### src/rtl/johnson_step_counter_pkg.sv
// Shared Johnson-code definitions for the step counter: widths, code table and index->code lookup.
// Used by johnson_step_counter (optional JCNT_ERR_CNT_EN counter) and jcnt_code_decode.
package johnson_step_counter_pkg;

    localparam int JC_W      = 4;
    localparam int JC_STATES = 8;

    localparam logic [JC_W-1:0] JC_C0 = 4'b0000;
    localparam logic [JC_W-1:0] JC_C1 = 4'b0001;
    localparam logic [JC_W-1:0] JC_C2 = 4'b0011;
    localparam logic [JC_W-1:0] JC_C3 = 4'b0111;
    localparam logic [JC_W-1:0] JC_C4 = 4'b1111;
    localparam logic [JC_W-1:0] JC_C5 = 4'b1110;
    localparam logic [JC_W-1:0] JC_C6 = 4'b1100;
    localparam logic [JC_W-1:0] JC_C7 = 4'b1000;

    function automatic logic [JC_W-1:0] jc_code(input logic [2:0] idx);
        logic [JC_W-1:0] code;
        case (idx)
            3'd0:    code = JC_C0;
            3'd1:    code = JC_C1;
            3'd2:    code = JC_C2;
            3'd3:    code = JC_C3;
            3'd4:    code = JC_C4;
            3'd5:    code = JC_C5;
            3'd6:    code = JC_C6;
            default: code = JC_C7;
        endcase
        return code;
    endfunction

endpackage

### src/rtl/jcnt_code_decode.sv
// Combinational Johnson-code decoder: flags whether a 4-bit code is one of the 8 legal states
// and returns its index (0 for illegal codes).
module jcnt_code_decode
    import johnson_step_counter_pkg::*;
(
    input  logic [JC_W-1:0] code_i,
    output logic            legal_o,
    output logic [2:0]      idx_o
);

    always_comb begin
        legal_o = 1'b1;
        idx_o   = 3'd0;
        case (code_i)
            JC_C0:   idx_o = 3'd0;
            JC_C1:   idx_o = 3'd1;
            JC_C2:   idx_o = 3'd2;
            JC_C3:   idx_o = 3'd3;
            JC_C4:   idx_o = 3'd4;
            JC_C5:   idx_o = 3'd5;
            JC_C6:   idx_o = 3'd6;
            JC_C7:   idx_o = 3'd7;
            default: legal_o = 1'b0;
        endcase
    end

endmodule

### src/rtl/johnson_step_counter.sv
// 4-bit Johnson up/down step counter with validated parallel load, wrap and illegal-load pulses.
// Define JCNT_ERR_CNT_EN to add the saturating illegal-load counter port err_cnt_o.
module johnson_step_counter
    import johnson_step_counter_pkg::*;
#(
    parameter int RESET_IDX = 0,
    parameter int ERR_CNT_W = 8
) (
    input  logic                 clk_i,
    input  logic                 rst_i,
    input  logic                 en_i,
    input  logic                 dir_i,
    input  logic                 ld_i,
    input  logic [JC_W-1:0]      ld_val_i,
    output logic [JC_W-1:0]      j_o,
    output logic [2:0]           idx_o,
    output logic                 wrap_o,
`ifdef JCNT_ERR_CNT_EN
    output logic                 err_o,
    output logic [ERR_CNT_W-1:0] err_cnt_o
`else
    output logic                 err_o
`endif
);

    generate
        if (RESET_IDX < 0 || RESET_IDX > JC_STATES - 1) begin : g_bad_reset_idx
            $error("johnson_step_counter: RESET_IDX must be 0..7");
        end
        if (ERR_CNT_W < 1) begin : g_bad_err_cnt_w
            $error("johnson_step_counter: ERR_CNT_W must be >= 1");
        end
    endgenerate

    localparam logic [2:0]      RST_IDX  = 3'(RESET_IDX);
    localparam logic [JC_W-1:0] RST_CODE = jc_code(RST_IDX);

    logic [JC_W-1:0] j_q, j_d;
    logic [2:0]      idx_q, idx_d;
    logic            wrap_q, wrap_d;
    logic            err_q, err_d;
    logic            ld_legal;
    logic [2:0]      ld_idx;

    jcnt_code_decode u_ld_dec (
        .code_i  (ld_val_i),
        .legal_o (ld_legal),
        .idx_o   (ld_idx)
    );

    // Load beats step; an illegal load parks the counter at code 0 and flags it.
    always_comb begin
        j_d    = j_q;
        idx_d  = idx_q;
        wrap_d = 1'b0;
        err_d  = 1'b0;
        if (ld_i) begin
            if (ld_legal) begin
                j_d   = ld_val_i;
                idx_d = ld_idx;
            end else begin
                j_d   = JC_C0;
                idx_d = 3'd0;
                err_d = 1'b1;
            end
        end else if (en_i) begin
            if (dir_i) begin
                j_d    = {j_q[2:0], ~j_q[3]};
                idx_d  = idx_q + 3'd1;
                wrap_d = (idx_q == 3'd7);
            end else begin
                j_d    = {~j_q[0], j_q[3:1]};
                idx_d  = idx_q - 3'd1;
                wrap_d = (idx_q == 3'd0);
            end
        end
    end

    always_ff @(posedge clk_i) begin
        if (rst_i) begin
            j_q    <= RST_CODE;
            idx_q  <= RST_IDX;
            wrap_q <= 1'b0;
            err_q  <= 1'b0;
        end else begin
            j_q    <= j_d;
            idx_q  <= idx_d;
            wrap_q <= wrap_d;
            err_q  <= err_d;
        end
    end

    assign j_o    = j_q;
    assign idx_o  = idx_q;
    assign wrap_o = wrap_q;
    assign err_o  = err_q;

`ifdef JCNT_ERR_CNT_EN
    logic [ERR_CNT_W-1:0] err_cnt_q, err_cnt_d;

    always_comb begin
        err_cnt_d = err_cnt_q;
        if (err_d && (err_cnt_q != {ERR_CNT_W{1'b1}}))
            err_cnt_d = err_cnt_q + 1'b1;
    end

    always_ff @(posedge clk_i) begin
        if (rst_i) err_cnt_q <= '0;
        else       err_cnt_q <= err_cnt_d;
    end

    assign err_cnt_o = err_cnt_q;
`endif

`ifndef SYNTHESIS
    // The step logic is closed over the legal set, so j must always decode and agree with idx.
    logic       chk_legal;
    logic [2:0] chk_idx;
    logic       chk_armed_q;

    jcnt_code_decode u_chk_dec (
        .code_i  (j_q),
        .legal_o (chk_legal),
        .idx_o   (chk_idx)
    );

    always_ff @(posedge clk_i) begin
        chk_armed_q <= chk_armed_q | rst_i;
        if (chk_armed_q && !rst_i)
            assert (chk_legal && (chk_idx == idx_q))
                else $error("johnson_step_counter: j/idx inconsistent j=%b idx=%0d", j_q, idx_q);
    end
`endif

endmodule

### config.mk
export PLATFORM = sky130hd
export DESIGN_NAME = johnson_step_counter
export DESIGN_NICKNAME = d
export VERILOG_FILES = /design/src/rtl/johnson_step_counter_pkg.sv /design/src/rtl/jcnt_code_decode.sv /design/src/rtl/johnson_step_counter.sv
export SDC_FILE = /design/constraint.sdc
export NUM_CORES = 1
export LEC_CHECK = 0
export CAP_MARGIN = 20
export CORE_AREA = 2 2 39 41
export CTS_CLUSTER_SIZE = 24
export DETAILED_ROUTE_END_ITERATION = 8
export DIE_AREA = 0 0 41 43
export PLACE_DENSITY = 0.79
export SYNTH_ARGS = -nofsm -noshare
export SYNTH_HDL_FRONTEND = slang
export SYNTH_SLANG_ARGS = --single-unit
### constraint.sdc
create_clock -name clk_i -period 4.1 [get_ports clk_i]
set_input_delay 0.41 -clock clk_i [delete_from_list [all_inputs] [get_ports clk_i]]
set_output_delay 0.41 -clock clk_i [all_outputs]
set_load 0.005 [all_outputs]
==> results of run 1 <==
==> routing by layer <==
| layer | up-vias | GRT usage, % | share of wire (%) |
|---|---|---|---|
| met4 | 0 | 14.00 | 3.4 |
| met5 | - | 0 | 0 |
| li1 | 283 | - | - |
| met2 | 32 | 23.75 | 45 |
| met1 | 255 | 23.70 | 43 |
| met3 | 4 | 1.571 | 8.2 |
==> worst min-delay path, stage by stage, from the launching register on <==
cell and delay (ns):
dfxtp_1 0.34, nand4_1 0.10, a21oi_1 0.06
==> sequential cells by signal, indices dropped and copies added, names as in the netlist <==
register,count
wrap_o,1
err_o,1
idx_o,3
j_o,4
==> Yosys cell counts (all sizes together) <==
| master | number | area [sq um] |
|---|---|---|
| a32o | 1 | 10.01 |
| and2 | 2 | 12.51 |
| xnor2 | 2 | 17.52 |
| a311oi | 1 | 8.760 |
| a21oi | 3 | 15.01 |
| inv | 2 | 7.510 |
| nor2b | 2 | 12.51 |
| fa | 1 | 20.02 |
| nand2 | 2 | 7.510 |
| a211oi | 5 | 42.54 |
| nand4 | 1 | 6.260 |
| nor3b | 1 | 7.510 |
| a211o | 1 | 8.760 |
| mux2 | 1 | 11.26 |
| nor3 | 4 | 20.02 |
| or4 | 1 | 7.510 |
| nand2b | 5 | 31.28 |
| o22ai | 2 | 12.51 |
| dfxtp | 9 | 180.2 |
| a31o | 2 | 17.52 |
| a31oi | 1 | 6.260 |
| xor2 | 1 | 8.760 |
| clkbuf | 1 | 3.750 |
| nand3b | 2 | 15.01 |
| nand3 | 1 | 5.000 |
| or2 | 2 | 12.52 |
| buf | 3 | 27.52 |
| a311o | 1 | 10.01 |
| nor2 | 3 | 11.26 |
| mux2i | 4 | 40.04 |
==> layout make-up <==
| cell class | count | area [sq um] | share of cell area, % |
|---|---|---|---|
| repair buffers | 17 | 170.2 | 21.73 |
| clock inverters | 1 | 5.005 | 0.6390 |
| clock buffers | 3 | 22.52 | 2.875 |
| inverters | 2 | 7.507 | 0.9585 |
| multi-input cells | 52 | 377.9 | 48.24 |
| well taps | 16 | 20.02 | 2.556 |
| flip-flops and latches | 9 | 180.2 | 23.00 |
==> worst max-delay path by stage <==
stage,end,from,depth (start not counted)
CTS,idx_o[2],dir_i,6
finish,idx_o[2],dir_i,6
global route,idx_o[2],dir_i,6
detailed placement,idx_o[2],dir_i,6
floorplan,idx_o[2],dir_i,6
global placement,idx_o[2],dir_i,6
==> power groups by stage <==
| stage | clock network, mW | registers (mW) | logic, mW |
|---|---|---|---|
| 2_1_floorplan | 0 | 0.102 | 0.0350 |
| 6_report | 0.0673 | 0.101 | 0.0616 |
| 5_1_grt | 0.0758 | 0.102 | 0.0687 |
| 3_5_place_dp | 0 | 0.103 | 0.0612 |
| 4_1_cts | 0.0701 | 0.101 | 0.0617 |
| 3_3_place_gp | 0 | 0.102 | 0.0602 |
==> logic make-up (layout without fill, tap and decap cells) <==
| family | count (synthesis) | after routing | share of synthesized area [%] |
|---|---|---|---|
| buffers and inverters | 6 | 23 | 6.498 |
| and+or+nand+nor | 26 | 26 | 24.95 |
| xor gates and xnor gates | 3 | 3 | 4.403 |
| adders and majority gates | 1 | 1 | 3.354 |
| DFF | 9 | 9 | 30.19 |
| AOI/OAI and AO/OA | 17 | 17 | 22.01 |
| muxes | 5 | 5 | 8.596 |
==> through the flow <==
stage	std cells	power [mW]
finish	100	0.2297
global route	100	0.2464
CTS	100	0.2325
detailed placement	96	0.1639
global placement	96	0.1625
floorplan	67	0.1371
==> cells in the final DEF, fill, tap and decap left out, types with 2 or more instances in the layout <==
cell type	n
a21oi_1	3
a31o_1	2
o22ai_1	2
a211oi_1	4
nand2_1	2
clkbuf_4	3
nor3_1	4
inv_1	2
mux2i_1	4
nand3b_1	2
xnor2_1	2
nor2b_1	2
nor2_1	3
nand2b_1	5
dfxtp_1	9
and2_1	2
clkdlybuf4s50_1	17
==> flow_results.org, run 1 <==
** Outcome
- The run finished with clean final reports.

** Timing
- After layout, the worst setup slack is 2.018 ns.
- Final number of max-transition violations :: 0
- Final Critical Period :: 2.082 ns
- Hold violation count in the final report :: 0
- Static timing analysis puts the maximum clock frequency at 480.3 MHz.
- Summed negative setup slack over all endpoints :: 0 ns
- For the final database, setup skew stands at 0.01119 ns.
- Total setup violations reported at the end of the flow :: 0
- Hold timing on the final database bottoms out at a slack of 0.5408 ns.
- Worst Tran Pin Value :: 0.4924 ns
- Slew HR :: 67.07%
- RSZ-0062 raised after global routing :: no
- In the finished design, the share of the clock period the worst path needs comes to 50.78%.

** Detailed routing
- DRC violation count after routing :: 0
- Remaining antenna violation count after routing :: 0
- Iter 0 DRT Violations :: 14
- For this block, the via count after detailed routing is 574.
- The first TritonRoute pass finished after 4 iterations.
- After detailed routing, the total wire length is 1250 microns.
- Dividing the detail-routed via count by the number of cells gives 5.740.
- Post-detailed-route wirelength per cell :: 12.50 microns

** Power and ir drop
- Leakage dissipation :: 0.2833 nW
- The internal portion of the total power is 165.0 uW.
- In this run, flip-flops and latches consume 43.9% of the power.
- In this run switching power makes up 28.17% of total power.
- For this design the total switching power over the nets is 64.71 uW.
- Power spread over the standard cell area amounts to 293.3 nW/um^2.
- Combinational cell fraction of total power :: 26.8%
- The worst-case IR drop observed on VDD is 153.7 uV.
- The clock network accounts for 29.3% of the total power.

** Cells and area
- Number of nets at the end of the flow :: 95
- Proportion of layout cells with a drive suffix above 1 :: 8.333%
- Once layout is complete, the utilization of the core stands at 56.60%.
- After routing the design area is 783.3 sq um.
- Area Growth Syn to Fin :: 31.24%
- Fill cell total of the finished layout :: 134
- The repair_antennas step left the layout with diodes totalling 0.

** Die
- Total I/O pin count :: 18
- Starting Density :: 43.13%
- The floorplan step set the die height to 43 microns.
- The floorplan step defined a core boundary enclosing 1384 sq um.
- The floorplan has 14 rows.
- Horizontal extent of the die :: 41 microns
- Die area :: 1763 sq um

** Yosys
- A synthesized cell averages 8.908 sq um.
- The Yosys step of the flow raised 0 warnings.
- Summing every instance area after synthesis gives 596.8 sq um.
- Seq/Total Area, Yosys :: 30.19%
- After synthesis, the netlist uses 33 different library cells.
- The cell count after synthesis came out at 67.
- Counting flops and latches in the post-synthesis netlist gives 9.
- Counting every net in the synthesized netlist gives 77.

** CTS
- Counting along the longest clock path gives a buffer depth of 2.
- The number of setup buffers added after CTS is 0.
- At the later pin of the worst-skew pair, clock insertion delay measures 0.27 ns.
- CTS built an H-tree with a depth of 1.
- CTS saw 9 sinks.
- The cell sitting at the root of the clock tree is a clkbuf_4.
- After clock tree synthesis, the clock-pin slew on the worst setup and hold paths is 0.07 ns.
- Number of buffers added to fix hold violations after cts :: 0
- The number of gates resized after CTS was 0.
- TritonCTS built the clock tree.
- In this run, CTS created clock tree buffers numbering 3.

** Worst setup path
- The kind of cell with the highest combined delay along the critical path is buffers and inverters.
- Register-to-register setup slack :: 2.63 ns
- STA classifies the critical path endpoint as a flip-flop.
- STA puts the critical path data required time at 4.28 ns.
- The critical path goes through clkdlybuf4s50_1 > inv_1 > fa_1 > xnor2_1 > a31o_1 > a211oi_1.
- On the worst path, the slowest cell contributes a delay of 0.68 ns.
- Along the worst path, the maximum fanout reaches 10.
- Together, buffers and inverters on the worst path number 2.
- Capture point of the worst reg-to-reg path :: idx_o[2]
- CP Class :: in2reg
- Data arrives at the worst endpoint at 2.26 ns.
- Worst reg2reg startpoint :: idx_o[0]
- Slowest stage cell on the critical path :: clkdlybuf4s50_1
- For the worst flop-to-flop path, the logic depth is 4.
- The worst setup path is launched from an input port.

** Min path
- The path class of the tightest hold or removal check is reg2reg.
- Along the worst hold path, the cell count comes to 2.
- Destination of the worst hold path :: wrap_o
- In this run the most critical hold path is launched from idx_o[1].

** Place
- Post-DP HPWL :: 907.8 microns
- OpenSTA, run right after detailed placement, puts the worst setup slack at 1.746 ns.
- Final estimated routing congestion in global placement :: 0.7239
- In this run the tool buffered the top-level ports with 17 buffer cells.
- In this run the cell area measured after placement is 755.7 sq um.

** Global route
- Leftover overflow at the end of global routing :: 0
- The number of global-route vias before repair is 491.
- The initial antenna violation count is 0.
- Largest net degree at the start of global routing :: 16
- Global routing used 17.42% of the available tracks.
- First-pass GRT wire length :: 2076 microns

** Job
- Across the run, the number of max-cap violations was 0.
No activity file was read; power rests on OpenSTA's default activity.
==> run 2: changes to the inputs <==
--- a/config.mk
+++ b/config.mk
@@ -6,11 +6,11 @@
 export NUM_CORES = 1
 export LEC_CHECK = 0
 export CAP_MARGIN = 20
-export CORE_AREA = 2 2 39 41
+export CORE_MARGIN = 2
+export CORE_UTILIZATION = 44
 export CTS_CLUSTER_SIZE = 24
 export DETAILED_ROUTE_END_ITERATION = 8
-export DIE_AREA = 0 0 41 43
-export PLACE_DENSITY = 0.79
+export PLACE_DENSITY = 0.78
 export SYNTH_ARGS = -nofsm -noshare
 export SYNTH_HDL_FRONTEND = slang
 export SYNTH_SLANG_ARGS = --single-unit
==> constraint.sdc (replaced) <==
create_clock -name clk_i -period 2.16 [get_ports clk_i]
set_input_delay 0.216 -clock clk_i [delete_from_list [all_inputs] [get_ports clk_i]]
set_output_delay 0.216 -clock clk_i [all_outputs]
set_load 0.005 [all_outputs]
==> run 2 against run 1 <==
Worst setup slack worse by 1.5 ns; power is 93% higher; sequential share of layout area is 0.15 points lower; clock power is 100% higher; worst hold slack better by 0.0034 ns; global-route usage is 1.0 points higher; combinational power is 92% higher; routed wire length hardly changed; sequential cell count stayed put; design area is 0.64% higher; first-iteration DRC count is 14% lower; critical endpoint unchanged; critical path type unchanged; largest cell class unchanged; sequential power is 89% higher; largest power group unchanged.
==> flow_results.org, run 2 (synthesized netlist as in run 1, its figures left out) <==
** Detailed routing
- Routed Wire Length :: 1249 microns (was 1250 microns)
- The first-pass iteration count of the detailed router was 4 (unchanged).
- DRC violation count after routing :: 0 (unchanged)
- Top layer used by detailed routing :: met4 (unchanged)
- The met3 wirelength from detailed routing was 47 microns (was 103 microns).
- The wire length on met2 was 558 microns (was 565 microns).
- The via count came to 547 (was 574).
- Remaining antenna violation count after routing :: 0 (unchanged)
- Post-detailed-route wirelength per cell :: 12.49 microns (was 12.50 microns)
- Iter 0 DRT Violations :: 12 (was 14)
- Avg Vias per Cell :: 5.470 (was 5.740)
- The met1 routed wirelength after detailed routing is 615 microns (was 538 microns).

** Min path
- Class of the tightest hold or removal check :: reg2reg (unchanged)

** Timing
- After layout, the minimum clock period comes to 1.605 ns.
- Setup slack after layout :: 0.5553 ns (was 2.018 ns)
- The final critical path takes up 74.29% of the cycle.
- The worst-case headroom to the max-slew limit is 67.27% (was 67.07%).
- Achievable clock frequency :: 623.2 MHz
- Hold violation count in the final report :: 0 (unchanged)
- Final hold slack :: 0.5442 ns (was 0.5408 ns)
- The final count of pins violating max slew is 0 (unchanged).
- The final setup violation count was 0 (unchanged).
- Summed negative setup slack over all endpoints :: 0 ns (unchanged)
- Clock skew :: 0.00004610 ns (was 0.01119 ns)
- Worst Tran Pin Value :: 0.4894 ns (was 0.4924 ns)
- RSZ-0062 raised after global routing :: no (unchanged)

** Cells and area
- The most common cell after layout, fill and taps aside is clkdlybuf4s50_1 (unchanged).
- The count of inserted antenna diode cells came to 0 (unchanged).
- The number of flip-flops under the largest register name was 4 (unchanged).
- The layout overhead on the synthesized area came to 32.08% (was 31.24%).
- The share of cells above drive strength 1 was 8.235% (was 8.333%).
- The total number of nets in the final design is 96 (was 95).
- The filler cell count came to 120 (was 134).
- Final Instance Count excl. Fillers :: 100 (unchanged)
- Highest-count cells in the layout ignoring fill and taps :: clkdlybuf4s50_1 (17), dfxtp_1 (9), nand2b_1 (5) (unchanged)

** Die
- Floorplan Core Area :: 1285 sq um (was 1384 sq um)
- Total I/O pin count :: 18 (unchanged)
- Site Rows :: 13 (was 14)
- The overall die area is 1667 sq um (was 1763 sq um).
- The height of the die is 40.83 microns (was 43 microns).
- Starting Density :: 46.45% (was 43.13%)
- Horizontal extent of the die :: 40.83 microns (was 41 microns)

** CTS
- Clock root buffer :: clkbuf_4 (unchanged)
- CTS resizes :: 0 (unchanged)
- Post-CTS setup-driven buffer insertion count :: 0 (unchanged)
- Clock slew seen by the registers of the worst setup and hold paths :: 0.06 ns (was 0.07 ns)
- Number of buffers on the longest clock path :: 2 (unchanged)
- Inserted Clock Buffers :: 3 (unchanged)
- Maximum level of the CTS H-tree :: 1 (unchanged)
- Number of sinks handled by clock tree synthesis :: 9 (unchanged)
- TritonCTS clock tree :: yes (unchanged)
- Number of buffers added to fix hold violations after cts :: 0 (unchanged)
- The clock insertion delay at the later pin of the skew report is 0.27 ns (about the same).

** Worst setup path
- The kind of end point of the critical path is a flip-flop (unchanged).
- The type of the setup path with the least slack is in2reg (unchanged).
- Nature of the critical path startpoint :: input port (unchanged)
- Capture point of the worst reg-to-reg path :: idx_o[2] (unchanged)
- The last element of the critical path is idx_o[2] (unchanged).
- Register-to-register setup slack :: 0.70 ns (was 2.63 ns)
- The largest driver fanout on the critical path was 2 (was 10).
- Data arrival time of the critical path :: 1.79 ns (was 2.26 ns)
- Worst reg2reg startpoint :: idx_o[0] (unchanged)
- The required arrival time at the worst endpoint came to 2.34 ns (was 4.28 ns).
- The start point of the critical path is dir_i (unchanged).
- The path depth of the worst reg2reg path was 4 (unchanged).

** Job
- The max-cap violation count was 0 (unchanged).

** Place
- Final estimated routing congestion in global placement :: 0.7216 (was 0.7239)
- The total placed cells including tap cells is 96 (unchanged).
- Post-DP HPWL :: 918.1 microns (was 907.8 microns)
- The number of buffers added on ports came to 17 (unchanged).
- Worst Setup Slack post-DPL :: 0.2700 ns (was 1.746 ns)

** Global route
- The residual overflow from global routing came to 0 (unchanged).
- Number of antenna violations at the first check in global routing :: 0 (unchanged)
- The number of global-route vias before repair is 462 (was 491).
- First-pass GRT wire length :: 1973 microns (was 2076 microns)
- The total global-route track usage is 18.47% (was 17.42%).
- The largest net degree at the start of global routing was 16 (unchanged).

** Power and ir drop
- Leakage dissipation :: 0.2854 nW (was 0.2833 nW)
- Max VDD drop :: 282.6 uV (was 153.7 uV)
- Power per Cell Area :: 562.5 nW/um^2 (was 293.3 nW/um^2)
- The total power after layout was 443.4 uW (was 229.7 uW).

** Outcome
- Result of the run :: completed (unchanged)
-- run 2: cell count changes in the layout (fill, tap and decap cells not counted) --
cell	previous run	this run
clkbuf_1	0	1
buf_4	0	1
clkinv_2	1	0
-- run 2: routing by layer --
layer / vias up / global-route usage (%)
met5: - / 0
li1: 284 / -
met3: 3 / 1.630
met1: 243 / 25.00
met4: 0 / 12.50
met2: 17 / 27.34
-- run 2: through the flow --
step | util, % | cell area [sq um]
after floorplan | - | 596.8
after global placement | 59.30 | 762.0
after detailed placement | 59.30 | 762.0
after CTS | 61.34 | 788.3
after global routing | 61.34 | 788.3
final | 61.34 | 788.3
-- run 2: worst min-delay path by stage --
| stage | depth (start not counted) | slack (ns) | end | startpoint |
|---|---|---|---|---|
| floorplan | 1 | 0.37 | j_o[1] | ld_val_i[1] |
| global placement | 2 | 0.52 | wrap_o | idx_o[2] |
| detailed placement | 2 | 0.53 | wrap_o | idx_o[2] |
| CTS | 2 | 0.54 | wrap_o | idx_o[2] |
| global route | 2 | 0.57 | wrap_o | idx_o[2] |
| finish | 2 | 0.54 | wrap_o | idx_o[2] |
-- run 2: layout make-up --
type / instances / area [sq um] / area share [%]
repair buffers: 18 / 177.7 / 22.54
clock buffers: 4 / 26.28 / 3.333
multi-input cells: 52 / 377.9 / 47.94
well taps: 15 / 18.77 / 2.381
flip-flops and latches: 9 / 180.2 / 22.86
inverters: 2 / 7.507 / 0.9524
-- run 2: worst max-delay path, cell delays in order --
cell and delay (ns):
clkdlybuf4s50_1 0.48, inv_1 0.07, fa_1 0.43, xnor2_1 0.16
a31o_1 0.22, a211oi_1 0.22
-- run 2: power by group --
group          leakage [nW]  internal, mW  switching [mW]
Clock                0.0150        0.0715          0.0634
Sequential           0.0742         0.178          0.0124
Combinational         0.196        0.0682          0.0498
Total                 0.285         0.318           0.126
==> run 3: changes to the inputs <==
==> constraint.sdc (replaced) <==
create_clock -name clk_i -period 1.65 [get_ports clk_i]
set_input_delay 0.165 -clock clk_i [delete_from_list [all_inputs] [get_ports clk_i]]
set_output_delay 0.165 -clock clk_i [all_outputs]
set_load 0.005 [all_outputs]
==> run 3 against run 2 <==
Worst setup slack lost 0.46 ns; worst hold slack lost 0.012 ns; first-iteration DRC count shrank 58%; critical path depth is the same; routed wire length shrank 0.16%; clock power grew 21%; non-clock buffer count grew 4; sequential cell count is the same; combinational power grew 38%.
==> flow_results.org, run 3 (synthesized netlist as in run 1, its figures left out) <==
** Outcome
- Result of the run :: completed (unchanged)

** CTS
- Worst-Skew Late Latency :: 0.25 ns (was 0.27 ns)
- Maximum level of the CTS H-tree :: 1 (unchanged)
- The clock root buffer is clkbuf_4 (unchanged).
- Inserted Clock Buffers :: 3 (unchanged)
- The count of hold buffers inserted by post-cts repair came to 0 (unchanged).
- TritonCTS clock tree :: yes (unchanged)
- The post-cts resize count came to 0 (unchanged).
- Post-CTS setup-driven buffer insertion count :: 0 (unchanged)
- The deepest clock path buffer count came to 2 (unchanged).
- The clock-pin slew of the registers on the worst-case setup and hold paths was 0.06 ns (about the same).
- The number of clock sinks seen by CTS came to 9 (unchanged).

** Detailed routing
- The routed length per placed instance is 11.99 microns (was 12.49 microns).
- Iter 0 DRT Violations :: 5 (was 12)
- The via count is 561 (was 547).
- The via count normalized by instance count was 5.394 (was 5.470).
- Total iterations of the first detailed-routing run :: 4 (unchanged)
- The wire length after detailed routing came to 1247 microns (was 1249 microns).
- DRC violation count after routing :: 0 (unchanged)
- Remaining antenna violation count after routing :: 0 (unchanged)

** Worst setup path
- Setup crit start :: dir_i (unchanged)
- CP Class :: in2reg (unchanged)
- CP max stage delay :: 0.47 ns (was 0.48 ns)
- Worst reg2reg path depth :: 4 (unchanged)
- The required arrival time at the worst endpoint came to 1.82 ns (was 2.34 ns).
- Kind of end point of the critical path :: flip-flop (unchanged)
- The startpoint class of the critical path is an input port (unchanged).
- The capturing point of the worst reg2reg path is idx_o[2] (unchanged).
- Register-to-register setup slack :: 0.18 ns (was 0.70 ns)
- The largest driver fanout on the critical path came to 2 (unchanged).
- Worst Setup EP :: idx_o[2] (unchanged)
- Slowest stage cell on the critical path :: clkdlybuf4s50_1 (unchanged)
- The signal arrival time at the worst endpoint came to 1.73 ns (was 1.79 ns).
- Worst path cell trace: clkdlybuf4s50_1 > inv_1 > fa_1 > xnor2_1 > a31o_1 > a211oi_1 (unchanged).
- Worst reg2reg startpoint :: idx_o[0] (unchanged)

** Timing
- Slew HR :: 71.12% (was 67.27%)
- Total setup violations reported at the end of the flow :: 0 (unchanged)
- Clock skew :: 0.0001474 ns (was 0.00004610 ns)
- Hold violation count in the final report :: 0 (unchanged)
- After layout, the worst path uses 94.25% of the clock period.
- The final count of pins violating max slew was 0 (unchanged).
- Summed negative setup slack over all endpoints :: 0 ns (unchanged)
- The actual slew at the worst max-slew pin is 0.4319 ns (was 0.4894 ns).
- The clock period could shrink to 1.555 ns.
- RSZ-0062 raised after global routing: no (unchanged).
- Timing would allow up to 643.1 MHz.

** Power and ir drop
- Power per Cell Area :: 704.7 nW/um^2 (was 562.5 nW/um^2)
- The maximum VDD drop was 323.0 uV (was 282.6 uV).
- Leakage dissipation :: 0.3046 nW (was 0.2854 nW)
- Overall power :: 576.7 uW (was 443.4 uW)

** Die
- Floorplan Core Area :: 1285 sq um (unchanged)
- The height of the die came to 40.83 microns (unchanged).
- Total I/O pin count :: 18 (unchanged)
- The overall die area was 1667 sq um (unchanged).
- Horizontal extent of the die :: 40.83 microns (unchanged)
- The floorplan row count came to 13 (unchanged).
- Starting Density :: 46.45% (unchanged)

** Global route
- The met3 demand-to-capacity share in global routing was 1.630% (unchanged).
- Largest net degree at the start of global routing :: 14 (was 16)
- Met2 usage in global routing :: 23.44% (was 27.34%)
- GRT met1 Usage :: 20.66% (was 25.00%)
- Number of antenna violations at the first check in global routing :: 0 (unchanged)
- First-pass GRT wire length :: 1697 microns (was 1973 microns)
- The total global-route track usage came to 15.19% (was 18.47%).
- The residual overflow from global routing was 0 (unchanged).
- The number of global-route vias before repair is 399 (was 462).
- The highest-utilization routing layer at the global route stage is met2 (unchanged).

** Cells and area
- Antenna diodes :: 0 (unchanged)
- Final Instance Count excl. Fillers :: 104 (was 100)
- The share of cells above drive strength 1 came to 12.36% (was 8.235%).
- The final core utilization is 63.68% (was 61.34%).
- Highest-count cells in the layout ignoring fill and taps :: clkdlybuf4s50_1 (17), dfxtp_1 (9), nand2b_1 (5), buf_4 (5) (was clkdlybuf4s50_1 (17), dfxtp_1 (9), nand2b_1 (5))
- Most common library cell in the layout ignoring fill and taps :: clkdlybuf4s50_1 (unchanged)
- Area Growth Syn to Fin :: 37.11% (was 32.08%)
- Number of nets at the end of the flow :: 100 (was 96)
- The number of flip-flops under the largest register name was 4 (unchanged).

** Place
- The number of buffers added on ports was 17 (unchanged).
- The total placed cells including tap cells came to 100 (was 96).
- Final estimated routing congestion in global placement :: 0.7205 (was 0.7216)

** Min path
- Class of the tightest hold or removal check :: reg2reg (unchanged)

** Job
- Number of maximum-capacitance violations :: 0 (unchanged)
run 3: per-stage QoR:
step | hold WS [ns] | instance area (sq um) | setup slack [ns]
3_5_place_dp | 0.5238 | 792.0 | -0.1784
4_1_cts | 0.5298 | 818.3 | 0.07957
3_3_place_gp | 0.5172 | 792.0 | -0.1168
2_1_floorplan | 0.3192 | 596.8 | 0.2724
6_report | 0.5322 | 818.3 | 0.09495
5_1_grt | 0.5604 | 818.3 | 0.01651
run 3: power breakdown:
part	total [mW]	internal, mW	switching, mW
clock network	0.164	0.0928	0.0711
registers	0.250	0.233	0.0170
logic	0.163	0.0954	0.0671
run 3: cell type report:
cell class	count	area, sq um
Fill cell	115	466.7
Multi-Input combinational cell	52	377.9
Timing Repair Buffer	22	207.7
Sequential cell	9	180.2
Clock buffer	4	26.28
Tap cell	15	18.77
Inverter	2	7.507
run 3: worst min path at each step:
stage	depth (start not counted)	from	slack [ns]	end
floorplan	1	ld_val_i[1]	0.32	j_o[1]
global placement	2	idx_o[2]	0.52	wrap_o
detailed placement	2	idx_o[2]	0.52	wrap_o
CTS	2	idx_o[2]	0.53	wrap_o
global route	2	idx_o[2]	0.56	wrap_o
finish	2	idx_o[2]	0.53	wrap_o
run 3: worst max-delay path: cells and delay by family:
family                   cells  cell delay (ns)
XOR/XNOR                     1             0.16
buffers and inverters        2             0.53
AO/OA/AOI/OAI                2             0.44
adder cells (fa/ha/maj)      1             0.43
run 3: per-layer routing:
| metal | vias up | wire, microns |
|---|---|---|
| li1 | 294 | - |
| met1 | 253 | 596 |
| met2 | 14 | 597 |
| met3 | 0 | 54 |
| met4 | 0 | 0 |
| met5 | - | 0 |
